===== src/rtl/exp_cordic_pkg.sv =====
// Shared constants and FSM encoding for the exp CORDIC arbiter (2.14 fixed point).
package exp_cordic_pkg;

  localparam int NUM_W_DEF = 16;

  localparam logic [15:0] ONE     = 16'h4000;
  localparam logic [15:0] SAT_MAX = 16'h7FFF;

  typedef enum logic [1:0] {
    S_IDLE   = 2'd0,
    S_ISSUE  = 2'd1,
    S_WAIT   = 2'd2,
    S_RETURN = 2'd3
  } arb_state_t;

endpackage


===== src/rtl/exp_cordic_arbiter_rr_priority_picker.sv =====
// Round-robin picker: first valid requester at or above ptr, wrapping around.
module rr_priority_picker #(
  parameter int NUM_REQ = 4,
  parameter int ID_W    = $clog2(NUM_REQ)
) (
  input  logic [NUM_REQ-1:0] req_valid,
  input  logic [ID_W-1:0]    ptr,
  output logic [NUM_REQ-1:0] gnt,
  output logic [ID_W-1:0]    idx,
  output logic               any
);

  logic [ID_W-1:0] j;

  always_comb begin
    gnt = '0;
    idx = '0;
    any = 1'b0;
    j   = '0;
    for (int k = 0; k < NUM_REQ; k++) begin
      j = ID_W'((int'(ptr) + k) % NUM_REQ);
      if (!any && req_valid[j]) begin
        any = 1'b1;
        idx = j;
      end
    end
    if (any) gnt[idx] = 1'b1;
  end

endmodule


===== src/rtl/exp_cordic_arbiter.sv =====
// Round-robin front end sharing one exp CORDIC engine, one operation in flight.
// Optional watchdog with saturated error response: define EXP_ARB_TIMEOUT_EN.
module exp_cordic_arbiter
  import exp_cordic_pkg::*;
#(
  parameter int NUM_REQ        = 4,
  parameter int NUM_W          = NUM_W_DEF,
  parameter int TIMEOUT_CYCLES = 64,
  localparam int ID_W          = $clog2(NUM_REQ)
) (
  input  logic                     clk,
  input  logic                     rst,
  input  logic [NUM_REQ*NUM_W-1:0] req_z,
  input  logic [NUM_REQ-1:0]       req_valid,
  output logic [NUM_REQ-1:0]       req_ready,
  output logic [NUM_W-1:0]         rsp_w,
  output logic [NUM_REQ-1:0]       rsp_valid,
  input  logic [NUM_REQ-1:0]       rsp_ready,
  output logic [NUM_W-1:0]         eng_z0,
  output logic                     eng_in_valid,
  input  logic                     eng_in_ready,
  input  logic [NUM_W-1:0]         eng_w,
  input  logic                     eng_out_valid,
  output logic                     eng_out_ready,
  output logic                     busy,
`ifdef EXP_ARB_TIMEOUT_EN
  output logic                     rsp_err,
  output logic                     eng_flush,
`endif
  output logic [ID_W-1:0]          grant_id
);

  arb_state_t          state;
  logic [ID_W-1:0]     ptr;
  logic [NUM_REQ-1:0]  pick_gnt;
  logic [ID_W-1:0]     pick_idx;
  logic                pick_any;

  rr_priority_picker #(.NUM_REQ(NUM_REQ), .ID_W(ID_W)) u_pick (
    .req_valid (req_valid),
    .ptr       (ptr),
    .gnt       (pick_gnt),
    .idx       (pick_idx),
    .any       (pick_any)
  );

  assign req_ready     = (state == S_IDLE) ? pick_gnt : '0;
  assign busy          = (state != S_IDLE);
  assign eng_in_valid  = (state == S_ISSUE);
  // IDLE also accepts so a stray result after reset is drained
  assign eng_out_ready = (state == S_IDLE) || (state == S_WAIT);
  assign rsp_valid     = (state == S_RETURN) ? (NUM_REQ'(1) << grant_id) : '0;

`ifdef EXP_ARB_TIMEOUT_EN
  localparam int TW = $clog2(TIMEOUT_CYCLES + 1);
  logic [TW-1:0] tcnt;
  logic          tmo_hit;
  assign tmo_hit = (tcnt == TW'(TIMEOUT_CYCLES - 1));
`endif

  always_ff @(posedge clk or posedge rst) begin
    if (rst) begin
      state    <= S_IDLE;
      ptr      <= '0;
      grant_id <= '0;
      eng_z0   <= '0;
      rsp_w    <= '0;
`ifdef EXP_ARB_TIMEOUT_EN
      tcnt      <= '0;
      rsp_err   <= 1'b0;
      eng_flush <= 1'b0;
`endif
    end else begin
`ifdef EXP_ARB_TIMEOUT_EN
      eng_flush <= 1'b0;
      tcnt      <= (state == S_ISSUE || state == S_WAIT) ? tcnt + 1'b1 : '0;
`endif
      case (state)
        S_IDLE: if (pick_any) begin
          eng_z0   <= req_z[pick_idx*NUM_W +: NUM_W];
          grant_id <= pick_idx;
          ptr      <= (pick_idx == ID_W'(NUM_REQ - 1)) ? '0 : pick_idx + 1'b1;
          state    <= S_ISSUE;
`ifdef EXP_ARB_TIMEOUT_EN
          rsp_err  <= 1'b0;
          tcnt     <= '0;
`endif
        end
        S_ISSUE: if (eng_in_ready) begin
          state <= S_WAIT;
`ifdef EXP_ARB_TIMEOUT_EN
          tcnt  <= '0;
`endif
        end
        S_WAIT: if (eng_out_valid) begin
          rsp_w <= eng_w;
          state <= S_RETURN;
`ifdef EXP_ARB_TIMEOUT_EN
          rsp_err <= 1'b0;
          tcnt    <= '0;
`endif
        end
        S_RETURN: if (rsp_ready[grant_id]) state <= S_IDLE;
        default: state <= S_IDLE;
      endcase
`ifdef EXP_ARB_TIMEOUT_EN
      // a real result arriving on the limit cycle still wins
      if (tmo_hit && ((state == S_ISSUE && !eng_in_ready) ||
                      (state == S_WAIT && !eng_out_valid))) begin
        state     <= S_RETURN;
        rsp_w     <= NUM_W'(SAT_MAX);
        rsp_err   <= 1'b1;
        eng_flush <= 1'b1;
        tcnt      <= '0;
      end
`endif
    end
  end

endmodule

===== config.mk =====
export PLATFORM = sky130hd
export DESIGN_NAME = exp_cordic_arbiter
export DESIGN_NICKNAME = d
export VERILOG_FILES = /design/src/rtl/exp_cordic_pkg.sv /design/src/rtl/exp_cordic_arbiter_rr_priority_picker.sv /design/src/rtl/exp_cordic_arbiter.sv
export SDC_FILE = /design/constraint.sdc
export NUM_CORES = 1
export LEC_CHECK = 0
export BUFFER_PORTS_ARGS = -buffer_cell sky130_fd_sc_hd__buf_2
export CORE_ASPECT_RATIO = 1.4
export CORE_MARGIN = 8
export CORE_UTILIZATION = 43
export DETAILED_ROUTE_END_ITERATION = 8
export MAX_ROUTING_LAYER = met4
export PLACE_DENSITY = 0.81
export SLEW_MARGIN = 15
export SYNTH_ARGS = -nofsm -noshare
export SYNTH_HDL_FRONTEND = slang
export SYNTH_SLANG_ARGS = --single-unit

===== constraint.sdc =====
create_clock -name clk -period 2.87 [get_ports clk]
set_clock_uncertainty 0.15 [all_clocks]
set_input_delay 0.4305 -clock clk [delete_from_list [all_inputs] [get_ports clk]]
set_output_delay 0.4305 -clock clk [all_outputs]
set_load 0.005 [all_outputs]

==> run metrics <==
CP Capture Type=output port; layout cells sized above 1=56.2%; crit-path max cell delay=0.50 ns; initial antenna violation count=0; CTS buffer count=5; HP Class=input pin to async pin; Die X=75.6 µm; Warnings, synthesis=0; Root Buffer=clkbuf_8; final worst-path cycle share=83.9%; PortBufs=136; Slew headroom=47.2%; Post-DP HPWL=5.68 mm; CTS HTree Levels=2; VDD IR-drop max=0.459 mV; Async SR Flop Fraction=100%; post-synth top area share=44.5%; via count=2047; slew at the pin with the worst max-slew slack=0.791 ns; unrepaired setup endpoints after global routing=false; syn_nets=285; Synth area leader=dfrtp_1; Starting DRT DRC Count=72; total wire length=6.93 mm; Mapped Area=0.00214 mm²; # resized after CTS=0; Mean Syn Cell Area=11.4 µm²; I/O pin count=137; flop-to-flop setup slack=0.82 ns; Post-CTS Setup Bufs=0; Final Worst Setup Slack=0.461 ns; Max Slew Vio Count=0; clock latency on the worst-skew pair=0.28 ns; via-per-instance ratio=5.21; Pleak=0.00160 µW; Placement Setup Slack=0.701 ns; Setup TNS=0 ns; max cap viols=0; Initial Util=44.5%; Setup-failing EPs final=0; first-pass GRT wire length=10.7 mm; Worst EP arrival=1.83 ns; critical path class=register to output port; Area Overhead vs Synth=39.7%; # DRC=0; largest net degree at the start of global routing=21; CORE AREA=0.00480 mm²; clk buf depth=2; Hold Vio Cnt, Final=0; crit path launch type=register; Max Freq=0.415 GHz; clock sinks=38; PD cells=937 mW/mm²; remaining global-route overflow=0; vias in the first global route=2219; sequential-to-total area share from yosys stat=44.5%; final worst path period need=2.41 ns; Mapped Cells=188; clock transition at the registers of the reported paths=0.07 ns; EDFF count, synth=0; Critical Path RT=2.29 ns; diode count=0; CTS tree=done; GPL Wtd Cong=0.852; first-pass iteration count of the detailed router=4; Cell variety after synth=38; Nets=426; Die Height=99.4 µm; Hold-fix buffers, CTS=0; Wirelength per Cell=17.6 µm; total global-route track usage=19.1%; Synth Flop Type=dfrtp_1; post-synthesis register bit count=38; status=finished, final reports clean; Synth area leaders=dfrtp_1 45%, mux2_2 8.4%, mux2i_1 8.0%; CP max FO=9; worst-path cell chain=mux2i_1, a22o_4, nor2_4, or3_1, inv_2, buf_2; row count=30; Slowest cell on crit path=dfrtp_1; final antenna-violating net count=0; die area=0.00751 mm²
[critical path: cells and delay by family (launching register included)]
| kind | cells | cell delay [ns] |
|---|---|---|
| DFF | 1 | 0.50 |
| and+or+nand+nor | 2 | 0.45 |
| muxes | 1 | 0.26 |
| buffers and inverters | 2 | 0.17 |
| AOI/OAI and AO/OA | 1 | 0.16 |
[Yosys cell counts (2+ instances only)]
master,number
a22oi_1,16
buf_6,3
clkbuf_1,5
dfrtp_1,38
ha_1,5
inv_1,25
mux2_2,16
mux2i_1,17
nand2_1,11
nand2b_1,2
nor2_1,5
o21ai_0,5
o221ai_1,7
o221ai_2,9
[worst paths after layout]
check,start,to,cells after the start
min reg2reg,rsp_w[6],rsp_w[6],1
max in group asynchronous,rst,state[1],3
max reg2reg,ptr[1],eng_z0[10],6
min in group clk,eng_w[5],rsp_w[5],2
max,ptr[1],req_ready[0],6
min,rst,rsp_w[14],2
[placed cells by master, fill, tap and decap left out, drive strengths merged]
cell type,netlist,final
dfrtp,38,38
buf,5,144
nor4,1,1
ha,5,5
nand3b,1,1
and4,1,1
clkinv,0,2
nand2b,3,3
or3,1,1
clkbuf,5,5
a221oi,2,2
nor2b,1,1
and3,1,1
inv,26,26
nor3,1,1
o22a,1,1
nor3b,1,1
a21oi,2,2
mux2,16,16
mux2i,17,17
mux4,1,1
nor2,6,6
a22oi,16,16
a22o,1,1
o221ai,16,16
o21ai,5,5
or2,1,1
o22ai,1,1
nand2,11,11
o31ai,1,1
o211ai,1,1
[cell type report]
type	count	area [µm²]
fill	443	1820
multi-input combinational	114	1020
sequential	38	951
timing repair buffer	144	753
inverter	26	97.6
tap	64	80.1
clock buffer	5	68.8
clock inverter	2	10.0
[power breakdown]
| group | switching, µW | internal (µW) | total (µW) |
|---|---|---|---|
| logic | 708 | 754 | 1460 |
| clock network | 183 | 163 | 347 |
| registers | 180 | 807 | 987 |
[through the flow]
step           hold slack (ns)  utilization, %  power [µW]  std cells  area, µm²
2_1_floorplan            0.354               -        1890        188       2140
3_3_place_gp             0.331            60.4        2420        386       2900
3_5_place_dp             0.338            60.4        2480        386       2900
4_1_cts                  0.157            62.1        2830        393       2980
5_1_grt                  0.203            62.1        2990        393       2980
6_report                 0.135            62.1        2790        393       2980
[cell families after synthesis]
| kind of cell | synth area share, % |
|---|---|
| mux | 17.5 |
| fa+ha+maj | 2.93 |
| compound gates | 20.0 |
| flops | 44.5 |
| buf+inv | 7.62 |
| simple gates | 7.50 |
[metal layers]
layer  global-route usage (%)  share of wire, %
met2                     34.4                57
met3                     2.72               4.5
met5                        -                 0
met4                     7.13               2.6
met1                     19.8                36
[sequential cells by signal, indices dropped and copies added, names as in the netlist]
signal    cells
state         2
ptr           2
eng_z0       16
rsp_w        16
grant_id      2
No activity file was read; power rests on OpenSTA's default activity.
